## config.mk

```make
export PLATFORM = sky130hd
export DESIGN_NAME = arb_burst_issuer
export DESIGN_NICKNAME = d
export VERILOG_FILES = /design/src/rtl/arb_burst_issuer.sv
export SDC_FILE = /design/constraint.sdc
export NUM_CORES = 1
export LEC_CHECK = 0
export CORE_UTILIZATION = 44
export CTS_CLUSTER_SIZE = 16
export DETAILED_ROUTE_END_ITERATION = 16
export GPL_ROUTABILITY_DRIVEN = 0
export PLACE_DENSITY = 0.77
export SYNTH_ARGS = -nofsm -noshare
export SYNTH_HDL_FRONTEND = slang
export SYNTH_SLANG_ARGS = --single-unit
```

## constraint.sdc

```tcl
create_clock -name clk -period 2.1 [get_ports clk]
set_clock_uncertainty 0.15 [all_clocks]
set_input_delay 0.21 -clock clk [delete_from_list [all_inputs] [get_ports clk]]
set_output_delay 0.21 -clock clk [all_outputs]
set_load 0.05 [all_outputs]
```

## src/rtl/arb_burst_issuer.sv

```systemverilog
// arb_burst_issuer: holds one burst command per client, requests the arbiter, issues granted bursts beat by beat
module arb_burst_issuer #(
   parameter int AW   = 16,
   parameter int LENW = 4
) (
   input  logic              clk,
   input  logic              rst,
   input  logic [3:0]        cmd_valid,
   output logic [3:0]        cmd_ready,
   input  logic [4*AW-1:0]   cmd_addr,
   input  logic [4*LENW-1:0] cmd_len,
   output logic [3:0]        req,
   input  logic [3:0]        gnt,
   output logic              out_valid,
   input  logic              out_ready,
   output logic [AW-1:0]     out_addr,
   output logic [1:0]        out_id,
   output logic              out_last,
   output logic              gnt_err
);
   typedef enum logic [1:0] {IDLE, XFER, RELEASE} state_t;
   state_t          state, state_n;
   logic [3:0]      slot_valid;
   logic [AW-1:0]   slot_addr [4];
   logic [LENW-1:0] slot_len [4];
   logic [1:0]      owner, pick;
   logic [AW-1:0]   addr_ctr;
   logic [LENW-1:0] beat_ctr;
   logic [3:0]      cand, accept;
   logic            hs, done, start, multi;
   assign cmd_ready = ~slot_valid;
   assign req       = slot_valid;
   assign cand      = gnt & slot_valid;
   assign accept    = cmd_valid & ~slot_valid;
   assign out_valid = state == XFER;
   assign out_addr  = addr_ctr;
   assign out_id    = owner;
   assign out_last  = out_valid && beat_ctr == '0;
   assign hs        = out_valid & out_ready;
   assign done      = hs & out_last;
   assign start     = state == IDLE && cand != 4'd0;
   assign multi     = state == IDLE && (gnt & (gnt - 4'd1)) != 4'd0;
   // lowest granted client with a pending slot wins when the grant is multi-hot
   always_comb begin
      pick = cand[0] ? 2'd0 : cand[1] ? 2'd1 : cand[2] ? 2'd2 : 2'd3;
   end
   // burst sequencing: wait for a usable grant, stream beats, then one release cycle
   always_comb begin
      state_n = state;
      if (start) state_n = XFER;
      else if (state == XFER && done) state_n = RELEASE;
      else if (state == RELEASE) state_n = IDLE;
   end
   // state register
   always_ff @(posedge clk) begin
      if (rst) state <= IDLE;
      else state <= state_n;
   end
   // beat counters, owner latch and sticky multi-grant flag
   always_ff @(posedge clk) begin
      if (rst) begin
         owner    <= '0;
         addr_ctr <= '0;
         beat_ctr <= '0;
         gnt_err  <= 1'b0;
      end else begin
         gnt_err <= gnt_err | multi;
         if (start) begin
            owner    <= pick;
            addr_ctr <= slot_addr[pick];
            beat_ctr <= slot_len[pick];
         end else if (hs && !out_last) begin
            addr_ctr <= addr_ctr + 1'b1;
            beat_ctr <= beat_ctr - 1'b1;
         end
      end
   end
   // per-client slots: fill on accept, empty after the owner's last beat
   always_ff @(posedge clk) begin
      if (rst) slot_valid <= '0;
      else for (int i = 0; i < 4; i++) begin
         if (accept[i]) slot_valid[i] <= 1'b1;
         else if (done && owner == 2'(i)) slot_valid[i] <= 1'b0;
      end
   end
   // slot payload capture, needs no reset since slot_valid qualifies it
   always_ff @(posedge clk) begin
      for (int i = 0; i < 4; i++) begin
         if (accept[i]) begin
            slot_addr[i] <= cmd_addr[i*AW +: AW];
            slot_len[i]  <= cmd_len[i*LENW +: LENW];
         end
      end
   end
endmodule

```

### Yosys cells after proc, flatten, opt, wreduce, memory -nomap -nowiden

Memory sizes are Yosys's and may differ from the RTL's.
Index checks and enable logic that the tools add are counted.

| storage, ports and cells | value |
|---|---|
| register bits | 29 |
| RAM bits | 80 |
| input port bits | 91 |
| output and inout port bits | 29 |
| memories kept | 2 |

Memories:

| name | depth | width | rd ports | clocked after memory_dff | wr ports | line | RTL |
|---|---|---|---|---|---|---|---|
| slot_addr | 4 | 16 | 1 | 0 | 4 | 24 | `logic [AW-1:0] slot_addr [4];` |
| slot_len | 4 | 4 | 1 | 0 | 4 | 25 | `logic [LENW-1:0] slot_len [4];` |

| operators by class | value |
|---|---|
| add/subtract/negate cells | 3 |
| equality and inequality tests | 5 |
| muxes and demuxes | 26 |
| bitwise gates (word level) | 7 |
| reduce and logical (&&, ||, !) cells | 23 |

Operator list:

| operator | number |
|---|---|
| 16-bit 2-to-1 mux | 2 |
| 1-bit 2-to-1 mux | 18 |
| 16-bit by 1-bit adder with 16-bit output (second input constant) | 1 |
| 4-bit AND | 3 |
| 2-bit nonzero test | 6 |
| 1-bit logical AND | 9 |
| 2-bit 2-to-1 mux | 4 |
| 4-bit 2-to-1 mux | 2 |
| 4-bit nonzero test | 2 |
| 4-bit by 1-bit subtractor with 4-bit output (second input constant) | 2 |
| 2-bit == test (second input constant) | 3 |
| 2-bit by 1-bit == test with 1-bit output (second input constant) | 2 |
| 2-bit logical NOT | 2 |
| 4-bit logical NOT | 1 |
| 4-bit inverter | 1 |
| 3-bit nonzero test | 1 |
| 1-bit AND | 2 |
| 2-bit OR reduction | 1 |
| 1-bit logical NOT | 1 |
| 1-bit OR | 1 |

### Depth between registers and ports, before layout

| logic depth | value |
|---|---|
| depth after elaboration | 6 |
| mapped depth | 8 |
| mapped depth without buffers | 7 |

### Worst setup path before layout

No wires, ideal clock.

| timing path | value |
|---|---|
| path type | flip-flop to flip-flop |
| from | register slot_valid[2], in the netlist req[2] |
| to | memory slot_addr[2][0] (enable) |
| data arrival time | 1640 ps |
| slack | -89 ps |
| stages on the path, launching flop included | 3 |
| buffers on the path | 1 |
| period minus slack after synthesis | 2189 ps |
| cells stage by stage | dfxtp_1 > buf_2 > nor2b_1 |

RTL lines:

| what | line | RTL |
|---|---|---|
| from (decl) | 23 | `logic [3:0] slot_valid;` |
| from (signal assigned) | 80 | `if (rst) slot_valid <= '0;` |
| from (signal, indexed assignment) | 82 | `if (accept[i]) slot_valid[i] <= 1'b1;` |
| from (signal, indexed assignment) | 83 | `else if (done && owner == 2'(i)) slot_valid[i] <= 1'b0;` |
| to (decl) | 24 |  |

### Final worst setup path

| timing path | value |
|---|---|
| from | register beat_ctr[1] |
| to | output port out_last |

| between the ends | value |
|---|---|
| cells in the longest elaborated chain, start to end | 2 |

Ends and longest elaborated chain:

| what | line | RTL |
|---|---|---|
| from (decl) | 28 | `logic [LENW-1:0] beat_ctr;` |
| from (signal assigned) | 71 | `beat_ctr <= slot_len[pick];` |
| from (signal assigned) | 74 | `beat_ctr <= beat_ctr - 1'b1;` |
| 4-bit logical NOT | 38 | `assign out_last = out_valid && beat_ctr == '0;` |
| 1-bit logical AND | 38 |  |
| to (decl) | 18 | `output logic out_last,` |

Every way passes these cells.

==> impl_metrics.ini <==
[clock_tree]
htree_levels = 3
clockRootBuffer = clkbuf_8
cts_sinks = 109
clk_pin_slew_ns = 0.11
worstSkewPairLatency_ns = 0.36
cts_made_buffers = 9
cts_hold_buf = 0
cts_tree = built
cts_buffer_depth = 2

[logic_synthesis]
synth_top_area_frac = 0.532
ys_top_cells_by_count = edfxtp_1 (80), a21oi_1 (38), dfxtp_1 (29), nor2_1 (21), o21ai_0 (18)
ys_ff_latch = 109
yosys_warnings = 0
synth_nets = 443
avgSynthCellArea_um2 = 12.9
ys_types = 48
synth_seq_area_share = 0.661
async_reset_ff_frac = 0
ys.flop_type = edfxtp_1
synth_edf_count = 80
synth_area_mm2 = 0.00451
syn-instance-count = 349
synth.largest_area_cell = edfxtp_1
synth_area_leaders = edfxtp_1 (53%), dfxtp_1 (13%), a21oi_1 (4.2%)
post-synth-top-count-cell = edfxtp_1

[sta]
timing.final.ws_setup_ns = 0.00108
slew_viol_final = 0
holdWs_ns = 0.242
rsz0062_at_grt = yes
fmax_mhz = 476
relSlewSlack = 0.653
hold_viol = 0
setup_viol = 0
worstMarginPinSlew_ns = 0.519
fin_crit_sh = 0.999
period_needed_ns = 2.10

[setup_path]
r2r_cells = 6
cp_top_family = simple AND/OR/NAND/NOR gates
cp_num_cells = 5
crit_required_ns = 1.74
cp-startpoint = beat_ctr[1]$_SDFFE_PP0P_
timing.rr.start = beat_ctr[1]$_SDFFE_PP0P_
start_kind = flip-flop
reg2reg_to = out_addr[15]$_SDFFE_PP0P_
max_stage_delay_ns = 0.40
crit_buf_inv = 2
crit_type = flip-flop to primary output
cp_cell_sequence = inv_1 > ha_1 > nor3b_4 > and2_1 > buf_12
crit_path_top_delay_cell = nor3b_4
arrival_ns = 1.74
critPathMaxFanout = 6
rrSetupSlack_ns = 0.03
end_kind = primary output
cp-endpoint = out_last

[floorplanning]
start_util = 0.458
die_x_um = 103
die_area_mm2 = 0.0107
fp.dieH_um = 103
rows = 36
ios = 120
core-area_mm2 = 0.00986

[min_path]
hold_path_class = input pin to flip-flop
min_from = cmd_addr[49]

[detailed_routing]
ant_nets = 0
drtPass1Iterations = 5
wl_um = 10800
avgRoutedWirePerCell_um = 17.3
drtIter0Drc = 180
route.detailed.drc = 0
vias = 3372
post_drt_via_cell_ratio = 5.40

[power_and_ir_drop]
powerDensity_mw_per_mm2 = 814
power.leakage_nw = 2.28
vdd_drop_max_mv = 0.392

[run]
cap_violations = 0

[status]
status = complete, no violations

[grt]
grt_overflow = 0
grt_max_degree = 27
grt_usage = 0.218
grt_pass1_vias = 3261
grt_pass1_wl_um = 17000
antenna_found_initial = 0

[layout]
areaGrowthSynthToFinish_pct = 38.6
num_antenna_cells = 0
final_nets = 580
drive_above_1_share = 0.126
fin_area_mm2 = 0.00626
finish.utilization = 0.634
fill_cells = 744

[place]
portBuffers = 119
place_area_mm2 = 0.00602
dpl_worst_slack_ns = -0.109
detailed_place_hpwl_um = 8090
report_power, final:
group	switching, mW	leakage, nW	total (mW)	internal (mW)
clock	0.727	0.0968	1.29	0.567
sequential	0.130	1.00	2.62	2.49
combinational	0.665	1.18	1.18	0.511
area by class of cell:
cell class              instances  area, um^2  area share
flip-flops and latches        109        2990       0.477
multi-input cells             215        1450       0.231
repair buffers                143        1430       0.228
well taps                     133         166      0.0266
clock buffers                   9         124      0.0198
clock inverters                 7        80.1      0.0128
inverters                       8        30.0     0.00480
metrics by stage:
stage                     total power [mW]  std cells  setup TNS [ns]
after floorplan                       3.30        349               0
after global placement                3.79        607         -0.0262
after detailed placement              3.83        607          -0.426
after CTS                             5.12        624               0
after global routing                  5.30        624          -0.318
final                                 5.09        624               0
timing repair:
item	in CTS	in global routing
resized for setup	1	6
pin swaps	1	0
endpoints found under the setup margin	7	10
buffers inserted	1	0
placed cells by master, fill, tap and decap left out, types with 4 or more instances in the layout:
cell type        count
a211oi_1             9
a21oi_1             38
a311oi_1             5
and3_1               5
buf_12               4
buf_4               22
clkbuf_8             9
clkdlybuf4s50_1    113
dfxtp_1             26
edfxtp_1            80
inv_1                8
mux2i_1             15
nand2_1             10
nand3_1             15
nand4_1              5
nor2_1              21
nor3_1               7
o21ai_0             18
o22ai_1             10
xor2_1               8
kinds of logic after synthesis:
logic type | Yosys count | synth area share
AO/OA/AOI/OAI | 94 | 0.136
XOR/XNOR | 11 | 0.0213
adder cells (fa/ha/maj) | 4 | 0.0105
buffers and inverters | 25 | 0.0230
flip-flops | 109 | 0.661
multiplexers | 16 | 0.0358
AND/OR/NAND/NOR | 90 | 0.112
state kept, by name, indices dropped and copies added (netlist names):
register   count
beat_ctr       4
state          2
slot_addr     64
out_id         2
slot_len      16
req            4
gnt_err        1
out_addr      16
routing by layer:
| metal | vias to the layer above | part of all wire | GRT usage |
|---|---|---|---|
| met1 | 1598 | 0.44 | 0.294 |
| met3 | 14 | 0.051 | 0.0262 |
| li1 | 1610 | - | - |
| met4 | 0 | 0.017 | 0.0813 |
| met5 | - | 0 | 0 |
| met2 | 150 | 0.49 | 0.364 |
worst register-to-register path, delay by kind of cell, from the launching register on:
family                     cells  cell delay, ns
AOI/OAI and AO/OA              1            0.36
DFF                            1            0.35
adders and majority gates      1            0.15
and+or+nand+nor                3            0.87
buffers and inverters          1            0.08
worst min-delay path by stage:
| stage | depth (start not counted) | to |
|---|---|---|
| 2_1_floorplan | 1 | out_addr[10]$_SDFFE_PP0P_ |
| 3_3_place_gp | 2 | gnt_err$_SDFF_PP0_ |
| 3_5_place_dp | 2 | gnt_err$_SDFF_PP0_ |
| 4_1_cts | 1 | slot_len[2][0]$_DFFE_PP_ |
| 5_1_grt | 1 | slot_len[2][0]$_DFFE_PP_ |
| 6_report | 1 | slot_addr[3][1]$_DFFE_PP_ |
(Power assumes the default switching activity.)
